==> src/rtl/pwm_pkg.sv <==
// pwm_pkg: shared types and constants for the multi-channel PWM generator.
//   pwm_mode_e    : counting mode of the shared time base.
//   pwm_dir_e     : count direction used by center-aligned mode.
//   PWM_WIDTH_DEFAULT / PWM_CH_MAX : default counter width, channel ceiling.
package pwm_pkg;

    localparam int PWM_WIDTH_DEFAULT = 16;
    localparam int PWM_CH_MAX        = 16;

    typedef enum logic {
        PWM_EDGE   = 1'b0,
        PWM_CENTER = 1'b1
    } pwm_mode_e;

    typedef enum logic {
        DIR_UP   = 1'b0,
        DIR_DOWN = 1'b1
    } pwm_dir_e;

endpackage

==> src/rtl/pwm_multi_channel_cmp.sv <==
// pwm_channel_cmp: one PWM output bit.
//   clk, rst_n : clock, asynchronous active-low reset
//   en_i       : time base running; when low the output sits at its inactive level
//   cnt_i      : shared counter value
//   duty_i     : active duty for this channel
//   pol_i      : 0 = active-high, 1 = active-low (live, not buffered)
//   pwm_o      : registered output
module pwm_channel_cmp
    import pwm_pkg::*;
#(
    parameter int WIDTH = PWM_WIDTH_DEFAULT
) (
    input  logic             clk,
    input  logic             rst_n,
    input  logic             en_i,
    input  logic [WIDTH-1:0] cnt_i,
    input  logic [WIDTH-1:0] duty_i,
    input  logic             pol_i,
    output logic             pwm_o
);

    logic pwm_d;
    logic pwm_q;

    // Next output level: compare result with polarity, or inactive level when stopped.
    always_comb begin
        pwm_d = 1'b0;
        if (en_i) begin
            pwm_d = (cnt_i < duty_i) ^ pol_i;
        end else begin
            pwm_d = pol_i;
        end
    end

    // Output register.
    always_ff @(posedge clk or negedge rst_n) begin
        if (!rst_n) begin
            pwm_q <= 1'b0;
        end else begin
            pwm_q <= pwm_d;
        end
    end

    assign pwm_o = pwm_q;

endmodule

==> src/rtl/pwm_multi.sv <==
// pwm_multi: multi-channel PWM with a shared, double-buffered time base.
//   clk, rst_n   : clock, asynchronous active-low reset
//   en           : run enable; low = counter parked at 0, outputs inactive
//   load         : strobe capturing period/duty/center_mode into the shadow
//   period       : counts per cycle (edge) or per half-cycle (center)
//   duty         : channel i at bits [i*WIDTH +: WIDTH]
//   center_mode  : 0 = edge-aligned, 1 = center-aligned
//   polarity     : per-channel output inversion, applied live
//   pwm_out      : registered PWM outputs
//   period_tick  : one-cycle pulse in the first cycle of each new period
//   load_pending : shadow holds values not yet applied
module pwm_multi
    import pwm_pkg::*;
#(
    parameter int CHANNELS = 4,
    parameter int WIDTH    = PWM_WIDTH_DEFAULT
) (
    input  logic                      clk,
    input  logic                      rst_n,
    input  logic                      en,
    input  logic                      load,
    input  logic [WIDTH-1:0]          period,
    input  logic [CHANNELS*WIDTH-1:0] duty,
    input  logic                      center_mode,
    input  logic [CHANNELS-1:0]       polarity,
    output logic [CHANNELS-1:0]       pwm_out,
    output logic                      period_tick,
    output logic                      load_pending
);

    typedef logic [CHANNELS-1:0][WIDTH-1:0] duty_vec_t;

    logic [WIDTH-1:0] cnt_q, cnt_d;
    pwm_dir_e         dir_q, dir_d;
    logic             tick_q, tick_d;
    logic             pending_q, pending_d;
    logic [WIDTH-1:0] p_act_q, p_act_d, p_sh_q, p_sh_d;
    pwm_mode_e        mode_act_q, mode_act_d, mode_sh_q, mode_sh_d;
    duty_vec_t        d_act_q, d_act_d, d_sh_q, d_sh_d;

    duty_vec_t        duty_s;
    pwm_mode_e        mode_in_s;
    logic [WIDTH-1:0] p_last_s;
    logic             at_last_s;
    logic             boundary_s;
    logic             apply_s;

    assign duty_s    = duty;
    assign mode_in_s = pwm_mode_e'(center_mode);

    // A zero period behaves as a period of one, so the last count is 0 either way.
    assign p_last_s  = (p_act_q == {WIDTH{1'b0}}) ? {WIDTH{1'b0}} : (p_act_q - WIDTH'(1));
    assign at_last_s = (cnt_q == p_last_s);

    // Boundary: edge wrap, center down-to-up turn at 0, or every clock when the period is 0.
    always_comb begin
        boundary_s = 1'b0;
        if (!en) begin
            boundary_s = 1'b0;
        end else if (p_act_q == {WIDTH{1'b0}}) begin
            boundary_s = 1'b1;
        end else if (mode_act_q == PWM_EDGE) begin
            boundary_s = at_last_s;
        end else begin
            boundary_s = (dir_q == DIR_DOWN) && (cnt_q == {WIDTH{1'b0}});
        end
    end

    // While stopped, buffered values are applied straight away.
    assign apply_s = !en || boundary_s;

    // Next-state logic for time base and shadow/active register banks.
    always_comb begin
        cnt_d      = cnt_q;
        dir_d      = dir_q;
        tick_d     = 1'b0;
        pending_d  = pending_q;
        p_act_d    = p_act_q;
        mode_act_d = mode_act_q;
        d_act_d    = d_act_q;
        p_sh_d     = p_sh_q;
        mode_sh_d  = mode_sh_q;
        d_sh_d     = d_sh_q;

        if (!en) begin
            cnt_d = {WIDTH{1'b0}};
            dir_d = DIR_UP;
        end else if (boundary_s) begin
            // Restarting at 0/up here also covers a mode change being applied.
            cnt_d  = {WIDTH{1'b0}};
            dir_d  = DIR_UP;
            tick_d = 1'b1;
        end else if (mode_act_q == PWM_EDGE) begin
            cnt_d = cnt_q + WIDTH'(1);
        end else if (dir_q == DIR_UP) begin
            // Holding the count on the flip makes P-1 appear twice.
            if (at_last_s) begin
                dir_d = DIR_DOWN;
            end else begin
                cnt_d = cnt_q + WIDTH'(1);
            end
        end else begin
            cnt_d = cnt_q - WIDTH'(1);
        end

        if (load) begin
            p_sh_d    = period;
            mode_sh_d = mode_in_s;
            d_sh_d    = duty_s;
        end else begin
            p_sh_d    = p_sh_q;
            mode_sh_d = mode_sh_q;
            d_sh_d    = d_sh_q;
        end

        if (apply_s) begin
            // A coincident load bypasses the shadow and never raises pending.
            if (load) begin
                p_act_d    = period;
                mode_act_d = mode_in_s;
                d_act_d    = duty_s;
            end else if (pending_q) begin
                p_act_d    = p_sh_q;
                mode_act_d = mode_sh_q;
                d_act_d    = d_sh_q;
            end else begin
                p_act_d    = p_act_q;
                mode_act_d = mode_act_q;
                d_act_d    = d_act_q;
            end
            pending_d = 1'b0;
        end else if (load) begin
            pending_d = 1'b1;
        end else begin
            pending_d = pending_q;
        end
    end

    // State registers.
    always_ff @(posedge clk or negedge rst_n) begin
        if (!rst_n) begin
            cnt_q      <= {WIDTH{1'b0}};
            dir_q      <= DIR_UP;
            tick_q     <= 1'b0;
            pending_q  <= 1'b0;
            p_act_q    <= {WIDTH{1'b0}};
            mode_act_q <= PWM_EDGE;
            d_act_q    <= '0;
            p_sh_q     <= {WIDTH{1'b0}};
            mode_sh_q  <= PWM_EDGE;
            d_sh_q     <= '0;
        end else begin
            cnt_q      <= cnt_d;
            dir_q      <= dir_d;
            tick_q     <= tick_d;
            pending_q  <= pending_d;
            p_act_q    <= p_act_d;
            mode_act_q <= mode_act_d;
            d_act_q    <= d_act_d;
            p_sh_q     <= p_sh_d;
            mode_sh_q  <= mode_sh_d;
            d_sh_q     <= d_sh_d;
        end
    end

    for (genvar gi = 0; gi < CHANNELS; gi++) begin : g_ch
        pwm_channel_cmp #(
            .WIDTH (WIDTH)
        ) u_cmp (
            .clk    (clk),
            .rst_n  (rst_n),
            .en_i   (en),
            .cnt_i  (cnt_q),
            .duty_i (d_act_q[gi]),
            .pol_i  (polarity[gi]),
            .pwm_o  (pwm_out[gi])
        );
    end

    assign period_tick  = tick_q;
    assign load_pending = pending_q;

endmodule
==> config.mk <==
export PLATFORM = sky130hd
export DESIGN_NAME = pwm_multi
export DESIGN_NICKNAME = d
export VERILOG_FILES = /design/src/rtl/pwm_pkg.sv /design/src/rtl/pwm_multi_channel_cmp.sv /design/src/rtl/pwm_multi.sv
export SDC_FILE = /design/constraint.sdc
export NUM_CORES = 1
export LEC_CHECK = 0
export ABC_AREA = 0
export CAP_MARGIN = 30
export CORE_MARGIN = 8
export CORE_UTILIZATION = 36
export DETAILED_ROUTE_END_ITERATION = 16
export GPL_TIMING_DRIVEN = 0
export PLACE_DENSITY_LB_ADDON = 0.1
export SKIP_LAST_GASP = 1
export SYNTH_ARGS = -nofsm -noshare
export SYNTH_HDL_FRONTEND = slang
export SYNTH_HIERARCHICAL = 1
export SYNTH_SLANG_ARGS = --single-unit
export TNS_END_PERCENT = 5
==> constraint.sdc <==
create_clock -name clk -period 4.9 [get_ports clk]
set_input_delay 0.98 -clock clk [delete_from_list [all_inputs] [get_ports clk]]
set_output_delay 0.98 -clock clk [all_outputs]
set_load 0.005 [all_outputs]
* Word level (Yosys, flattened, before mapping)
Index checks and enable logic that the tools add are counted.
** Operators by class
- Add/subtract/negate cells :: 3
- Multipliers :: 0
- Div/mod/pow operators :: 0
- Order comparisons :: 4
- Equal/unequal tests :: 3
- Shift-type cells :: 0
- Multiplexer cells :: 28
- Bitwise logic cells :: 4
- Reductions and logical operators :: 8
** Operators by type and width (number)
- 16-bit two-way mux :: 8
- 64-bit two-way mux :: 2
- 16-bit less-than comparator :: 4
- 16-bit zero test :: 2
- 16-bit by 1-bit subtractor with 16-bit output, second input constant :: 2
- 1-bit two-way mux :: 18
- 16-bit by 1-bit adder with 16-bit output, second input constant :: 1
- 16-bit equality test :: 1
- 5-bit by 4-bit inequality test with 1-bit output, second input constant :: 1
- 2-bit nonzero test :: 2
- 1-bit bitwise XOR :: 4
- 3-bit by 1-bit inequality test with 1-bit output, second input constant :: 1
- 2-bit AND reduction :: 1
- 1-bit logical AND :: 1
- 1-bit zero test :: 1
- 1-bit logical OR :: 1
** Word-level totals
- Register bits after elaboration :: 185
- Latch bits :: 0
- RAM bits :: 0
- Bits in read-only memories :: 0
- Input bits :: 89
- Output and inout bits :: 6
- Word-level logic and storage cells :: 70
- Memories :: 0

* Logic depth before layout (Yosys ltp)
Gate-level depths: netlist of the first run.
- Depth in word-level cells :: 8
- Gate-level depth with buffers :: 13
- Mapped depth without buffers :: 11

* Hierarchy
Netlist of the first run, hierarchy kept.
** Modules (own cells, without submodules)
- pwm_multi :: times used 1, cells each 628, area each 8474.4 sq um, seq. area each 4529.3 sq um
- pwm_channel_cmp :: times used 4, cells each 54, area each 424.2 sq um, seq. area each 25.0 sq um

* Worst setup path before layout of the first run
Ideal clock, no wire load.
- Kind :: register to register
- Start point :: register p_act_q[0]
- End point :: register d_act_q[11] (netlist bit)
- Library setup time :: 0.128 ns
- Arrival :: 3.603 ns
- Required time :: 4.772 ns
- Slack :: 1.169 ns
- Cell stages (with the launch flop) :: 14
- Buffers on the path :: 2
- Period minus slack after synthesis :: 3.731 ns
- Cell sequence :: dfrtp_1 inv_1 ha_1 or3b_2 clkbuf_1 nor4_1 mux2i_1 nor2_1 a2111oi_2 nand3_2 nor3_4 o22ai_4 buf_6 mux2_1
** Between the ends
- Cells in the longest elaborated chain, start to end :: 8
- Elaborated cells on any way between the ends :: 9
- Those cells by class :: 1 x add/sub; 1 x eq/ne; 4 x mux; 3 x reduce/logical
** RTL lines
- start: declaration :: RTL line pwm_multi.sv:37 : logic [WIDTH-1:0] p_act_q, p_act_d, p_sh_q, p_sh_d;
- start signal: assignment :: RTL line pwm_multi.sv:146 : p_act_q <= {WIDTH{1'b0}};
- start signal: assignment :: RTL line pwm_multi.sv:157 : p_act_q <= p_act_d;
- 16-bit by 1-bit subtractor with 16-bit output / 16-bit zero test (equally long branches) :: RTL line pwm_multi.sv:52, pwm_multi.sv:60
- 16-bit two-way mux :: RTL line pwm_multi.sv:52 : assign p_last_s = (p_act_q == {WIDTH{1'b0}}) ? {WIDTH{1'b0}} : (p_act_q - WIDTH'(1));
- 16-bit equality test :: RTL line pwm_multi.sv:53 : assign at_last_s = (cnt_q == p_last_s);
- 1-bit two-way mux :: RTL line pwm_multi.sv:62 : end else if (mode_act_q == PWM_EDGE) begin
- 1-bit two-way mux (*) :: RTL line pwm_multi.sv:60 : end else if (p_act_q == {WIDTH{1'b0}}) begin
- 1-bit two-way mux (*) :: RTL line pwm_multi.sv:58 : if (!en) begin
- 1-bit logical OR (*) :: RTL line pwm_multi.sv:70 : assign apply_s = !en || boundary_s;
- 2-bit AND reduction (no line) (*)
- end signal: assignment :: RTL line pwm_multi.sv:159 : d_act_q <= d_act_d;
- end: declaration :: RTL line pwm_multi.sv:39 : duty_vec_t d_act_q, d_act_d, d_sh_q, d_sh_d;
Mark *: on every way between the ends. The rest lies on a longest branch, timed or not.
A chain may end at the register's enable or synchronous reset.

* Worst setup path after layout of the first run
- Start point :: register p_act_q[6]
- End point :: register p_act_q[9]
** Between the ends
- Cells in the longest elaborated chain, start to end :: 8
- Elaborated cells on any way between the ends :: 9
- Those cells by class :: 1 x add/sub; 1 x eq/ne; 4 x mux; 3 x reduce/logical
** RTL lines (RTL line)
- 16-bit by 1-bit subtractor with 16-bit output / 16-bit zero test (equally long branches) :: pwm_multi.sv:52, pwm_multi.sv:60
- 16-bit two-way mux :: pwm_multi.sv:52
- 16-bit equality test :: pwm_multi.sv:53
- 1-bit two-way mux :: pwm_multi.sv:62
- 1-bit two-way mux (*) :: pwm_multi.sv:60
- 1-bit two-way mux (*) :: pwm_multi.sv:58
- 1-bit logical OR (*) :: pwm_multi.sv:70
- 2-bit AND reduction (no line) (*)
Marked as above.

==> flow_summary.ini, run 1 <==
[clocking]
clk_path_buf_depth = 2
postCtsSetupBuffers = 0
cts_sinks = 185
h-tree-depth = 4
cts_buffers = 17
clk_pin_slew_ps = 80
hold_buffers = 0
insertion_delay_ps = 440
tritoncts = done
cts-root-buf = clkbuf_16
cts_resized = 0

[die]
die_area_mm2 = 0.0339
start_util_pct = 36.6
core_area_mm2 = 0.0278
die_w_um = 184
die_h_um = 184
std_cell_rows = 61
io_pins = 95

[hold_path]
hold_path_end = d_sh_q[54]
min_path_cells = 1
hold_start = d_sh_q[54]
hold_class = flip-flop to flip-flop

[layout]
layout-drive-gt1-share_pct = 22.8
multi_input_area_mm2 = 0.00506
final_cell_area_mm2 = 0.0122
seq_area_mm2 = 0.00463
area_growth_pct = 20.3
num-nets-final = 1111
nFillCells = 2711
diodes = 0

[timing]
min_period_ps = 4590
finalHoldViolations = 0
rsz0062_at_grt = false
fin_crit_sh_pct = 93.8
skew_ps = 12.5
worstMarginPinSlew_ps = 805
finalSetupTns_ps = 0
slew_violations = 0
fmax_mhz = 218
slew_headroom_pct = 45.9
finalSetupViolCount = 0
hold_slack_ps = 498

[detailed_routing]
drt-total-wl_um = 25500
drt_iter0_markers = 418
drt-pass1-iter-count = 5
vias_per_cell = 5.08
drc = 0
avgRoutedWirePerCell_um = 18.9
ant_nets = 0
num_vias = 6862

[yosys]
syn_avg_cell_area_um2 = 12.1
yosysWarnings = 6
ys_types = 65
ys.flop_type = dfrtp_1
ys_seq_elements = 185
yosysSeqAreaShare_pct = 45.5
synth_enable_flop_cells = 0
syn_inst = 844
synth_nets = 996
synth_area_mm2 = 0.0102
async_flop_share_pct = 100

[grt]
grt_most_used_layer = met2
grt_use_met2_pct = 24.0
grt_first_pass_wirelength_um = 41300
gr-usage-met3_pct = 3.50
grt_max_degree = 98
grtUsageMet1_pct = 21.8
grt_pass1_vias = 7307
globalRoute.totalOverflow = 0
grt_usage_pct = 15.6
antenna_found_initial = 0

[critical_path]
crit_fanout = 10
r2r_cells = 11
endpoint_kind = flip-flop
arrival_ps = 4920
startpoint_type = flip-flop
crit_required_ps = 5230
critPathKind = flip-flop to flip-flop
r2r-end = p_act_q[9]
r2r_slack_ps = 310
rr_startpoint = p_act_q[6]

[power_and_ir_drop]
cellPowerDensity_mw_per_mm2 = 339
power_leakage_nw = 5.48
ir_drop_mv = 0.148

[placed_design]
dpl_cell_area_mm2 = 0.0116
dp_hpwl_um = 18300
port_buffers = 94
gp_congestion = 0.869

[status]
outcome = complete, no violations

[flow_run]
maxCapViolCount = 0
[cells in the final DEF (no fill, tap or decap), types with 10 or more instances in the layout]
cell type          n
inv_1             68
xnor2_1           15
clkbuf_1          26
nand4_1           14
a21oi_1           25
or3_1             11
nor3_1            26
mux2_4            72
o21ai_0           14
nand2_1           30
ha_1              63
nand3_1           16
o31ai_1           11
nor2_1            20
clkdlybuf4s50_1   93
dfrtp_1          185
mux2_2            81
nand2b_1          10
xor2_1            10
or4_1             12
clkbuf_16         17
[cells in the mapped netlist (2+ instances only)]
| cell | n | share of area, % |
|---|---|---|
| a2111oi_2 | 6 | 0.89 |
| nor3b_1 | 2 | 0.15 |
| nand2_1 | 30 | 1.1 |
| a21oi_1 | 25 | 1.2 |
| buf_2 | 3 | 0.15 |
| nand4_1 | 14 | 0.86 |
| ha_1 | 63 | 7.8 |
| nor2b_1 | 3 | 0.18 |
| or2_2 | 6 | 0.37 |
| nor4_2 | 2 | 0.25 |
| mux2_2 | 81 | 9.0 |
| o2111ai_1 | 5 | 0.43 |
| buf_1 | 6 | 0.22 |
| and3_1 | 2 | 0.12 |
| or4_1 | 12 | 0.89 |
| nor4_1 | 7 | 0.43 |
| mux2_4 | 72 | 11 |
| a221oi_1 | 4 | 0.34 |
| mux2_1 | 8 | 0.89 |
| a21o_1 | 7 | 0.52 |
| o21ai_0 | 14 | 0.69 |
| nor3_1 | 26 | 1.3 |
| nand2b_1 | 10 | 0.62 |
| o211ai_1 | 9 | 0.66 |
| xnor2_1 | 15 | 1.3 |
| nand3_1 | 16 | 0.79 |
| xor2_1 | 10 | 0.86 |
| inv_1 | 68 | 2.5 |
| nand2b_4 | 4 | 0.54 |
| o311ai_0 | 2 | 0.17 |
| o21a_1 | 9 | 0.66 |
| nor2_1 | 20 | 0.74 |
| o221ai_1 | 2 | 0.17 |
| buf_6 | 8 | 0.89 |
| o31ai_1 | 11 | 0.81 |
| o32ai_1 | 7 | 0.60 |
| clkbuf_1 | 25 | 0.92 |
| dfrtp_1 | 185 | 46 |
| mux2i_1 | 8 | 0.79 |
| or3_1 | 11 | 0.68 |
| o22ai_1 | 2 | 0.12 |
[cell type report]
cell class                      instances  area share (%)
Inverter                               68            2.09
Timing Repair Buffer                   96            8.05
Clock buffer                           18            3.51
Sequential cell                       185            37.8
Multi-Input combinational cell        548            41.3
Buffer                                 43            1.85
Clock inverter                         14            1.48
Tap cell                              378            3.86
[registers in the layout, indices dropped and copies added, names as in the netlist]
register          count
mode_act_q            1
g_ch.u_cmp/pwm_o      4
load_pending          1
mode_sh_q             1
cnt_q                16
dir_q                 1
d_act_q              64
p_act_q              16
period_tick           1
p_sh_q               16
d_sh_q               64
[cells by family (layout without fill, tap and decap cells)]
family / count (synthesis) / count (layout) / synth area share [%]
xor+xnor: 25 / 25 / 2.15
mux: 169 / 169 / 21.3
flops: 185 / 185 / 45.5
buf+inv: 111 / 239 / 4.74
compound gates: 117 / 117 / 8.66
simple gates: 174 / 174 / 9.92
fa+ha+maj: 63 / 63 / 7.75
[critical path, cell delays in order, from the launching register on]
cell,delay (ps)
dfrtp_1,460
or4_1,530
buf_2,190
nor4_2,740
mux2i_1,270
o2111ai_1,150
a2111oi_2,490
nand3_2,310
nor3_4,490
o22ai_4,260
buf_6,250
mux2_1,320
[where the power goes]
| part | total (mW) | switching, mW | leakage, nW | internal, mW |
|---|---|---|---|---|
| Combinational | 0.851 | 0.373 | 2.98 | 0.478 |
| Sequential | 1.86 | 0.135 | 2.21 | 1.73 |
| Clock | 1.43 | 0.694 | 0.296 | 0.737 |
[routing by layer]
metal	part of all wire, %	routed length (um)
met1	48	12300
met4	1.5	395
met3	5.3	1340
met2	45	11500
met5	0	0
[per-stage QoR]
step           utilization (%)  setup WS (ps)  cells  power, mW
2_1_floorplan                -           1170    844       2.46
3_3_place_gp              41.7          -5320   1316       2.74
3_5_place_dp              41.9            314   1318       2.75
4_1_cts                   44.1            292   1350       4.21
5_1_grt                   44.1           45.9   1350       4.37
6_report                  44.1            306   1350       4.15
[how the worst max path moves through the flow]
stage                    start     endpoint  slack, ps  depth (start not counted)
floorplan           p_act_q[0]  d_act_q[11]       1170                         13
global placement         rst_n   d_sh_q[60]      -5320                          1
detailed placement  p_act_q[6]   p_act_q[9]        310                         11
CTS                 p_act_q[6]   p_act_q[9]        290                         11
global route        p_act_q[0]   p_act_q[9]         50                         12
finish              p_act_q[6]   p_act_q[9]        310                         11
(Power assumes the default switching activity.)
==> inputs of run 2 (changes only) <==
ABC_AREA = default   (was 0)
SKIP_LAST_GASP = default   (was 1)
==> results of run 2 <==
Same layout as run 1: the final DEF is identical, and so are final timing and power.
==> inputs of run 3 (changes only) <==
CTS_BUF_LIST = sky130_fd_sc_hd__clkbuf_2   (was default)
CTS_CLUSTER_SIZE = 24   (was default)
REMOVE_ABC_BUFFERS = 1   (was default)
==> flow_summary.ini, run 3 (synthesized netlist as in run 1, its figures left out) <==
[status]
outcome = complete, no violations

[layout]
layout-drive-gt1-share_pct = 24.0
final_cell_area_mm2 = 0.0118
final_common_cell = dfrtp_1
layout_common_cells = 185 x dfrtp_1, 92 x clkdlybuf4s50_1, 81 x mux2_2
num-nets-final = 1081
reg_top3 = d_act_q: 64 flops, d_sh_q: 64 flops
finish.utilization_pct = 42.6
nFillCells = 2680
area_growth_pct = 16.4

[power_and_ir_drop]
seqPwrFrac_pct = 53.4
p_sw_share_pct = 31.2
p_switching_mw = 1.10
p_total_mw = 3.52
cellPowerDensity_mw_per_mm2 = 297
power_leakage_nw = 5.34
p_comb_share_pct = 23.5
intPower_mw = 2.42
clockPowerShare_pct = 23.1
ir_drop_mv = 0.142

[critical_path]
r2r_cells = 11
startpoint_type = flip-flop
crit_top_cell = or4_1
r2r_slack_ps = 380
cp_top_family = simple AND/OR/NAND/NOR gates
critPathBufInv = 2
critPathKind = flip-flop to flip-flop
max_stage_delay_ps = 770
endpoint_kind = flip-flop
crit_required_ps = 5570
arrival_ps = 5180
crit_slowest_cell = or4_1
worstPathCellList = or4_1, or4_1, a21oi_1, o221ai_1, a2111oi_2, nand3_2, nor3_4, o22ai_4, buf_12, buf_16, mux2_1
crit_fanout = 18
worstSetupPathDepth = 11

[timing]
rsz0062_at_grt = false
finalHoldViolations = 0
finalSetupViolCount = 0
slew_violations = 0
slew_headroom_pct = 53.5
fin_crit_sh_pct = 92.1
fmax_mhz = 221
skew_ps = 53.6
hold_slack_ps = 108
setup_slack_ps = 385
min_period_ps = 4520
worstMarginPinSlew_ps = 697

[clocking]
clk_path_buf_depth = 2
hold_buffers = 0
tritoncts = done
cts-root-buf = clkbuf_2
cts_sinks = 185
clk_pin_slew_ps = 300
cts_buffers = 17
h-tree-depth = 4
insertion_delay_ps = 790

[grt]
grt_pass1_vias = 7053
grt_max_degree = 102
globalRoute.totalOverflow = 0
antenna_found_initial = 2
grt_first_pass_wirelength_um = 38300
grt_usage_pct = 14.0

[placed_design]
gp_congestion = 0.797
port_buffers = 94
place_ws_ps = -425
dpl_cell_area_mm2 = 0.0115
dp_hpwl_um = 15600

[detailed_routing]
ant_nets = 0
num_vias = 6621
drt-total-wl_um = 22800
avgRoutedWirePerCell_um = 17.3
drt-pass1-iter-count = 5
drt_iter0_markers = 302
drc = 0
vias_per_cell = 5.01

[die]
die_w_um = 184
die_h_um = 184
die_area_mm2 = 0.0339
std_cell_rows = 61
core_area_mm2 = 0.0278
start_util_pct = 36.6
io_pins = 95

[hold_path]
hold_class = primary input to async pin

[flow_run]
maxCapViolCount = 0
run 3: path summary, 6_finish.rpt:
check	from	endpoint
setup / recovery	p_act_q[0]	d_act_q[30]
max in group asynchronous	rst_n	g_ch[1].u_cmp/pwm_o
hold / removal	rst_n	d_sh_q[22]
hold reg to reg	d_act_q[30]	d_act_q[30]
setup reg to reg	p_act_q[0]	d_act_q[30]
min in group clk	d_act_q[30]	d_act_q[30]
run 3: stage by stage:
step / setup TNS [ps] / std cells
after global routing: 0 / 1321
after detailed placement: -18730 / 1280
after CTS: 0 / 1313
after global placement: -1297390 / 1273
final: 0 / 1321
after floorplan: -45690 / 801
run 3: area by class of cell:
type	count	area [um^2]	share of cell area [%]
diodes	1	2.50	0.0211
clock buffers	18	90.1	0.761
clock inverters	14	154	1.30
inverters	68	255	2.16
multi-input cells	548	5080	42.9
flip-flops and latches	185	4630	39.1
well taps	378	473	3.99
repair buffers	109	1160	9.77
run 3: power groups by stage:
stage                     Combinational, mW  Sequential [mW]  Clock [mW]
after global routing                  0.923             1.91       0.921
after CTS                             0.836             1.88       0.864
after detailed placement              0.830             1.91           0
after global placement                0.831             1.91           0
final                                 0.828             1.88       0.813
after floorplan                       0.589             1.86           0
run 3: worst register-to-register path, stage by stage (launching register included):
cell	delay, ps
dfrtp_1	510
or4_1	770
or4_1	690
a21oi_1	170
o221ai_1	180
a2111oi_2	420
nand3_2	430
nor3_4	320
o22ai_4	170
buf_12	240
buf_16	190
mux2_1	320
run 3: repair_timing:
item | CTS | global route
endpoints found under the setup margin | 80 | 16
pin swaps | 1 | 1
gates resized for setup | 1 | 2
buffers inserted | 1 | 7
run 3: per-layer routing:
metal / vias up / share of wire (%) / track usage [%]
met5: - / 0.044 / 0
met4: 2 / 0.70 / 2.65
met3: 12 / 4.1 / 3.32
met2: 114 / 47 / 22.8
met1: 3270 / 48 / 18.9
li1: 3223 / - / -
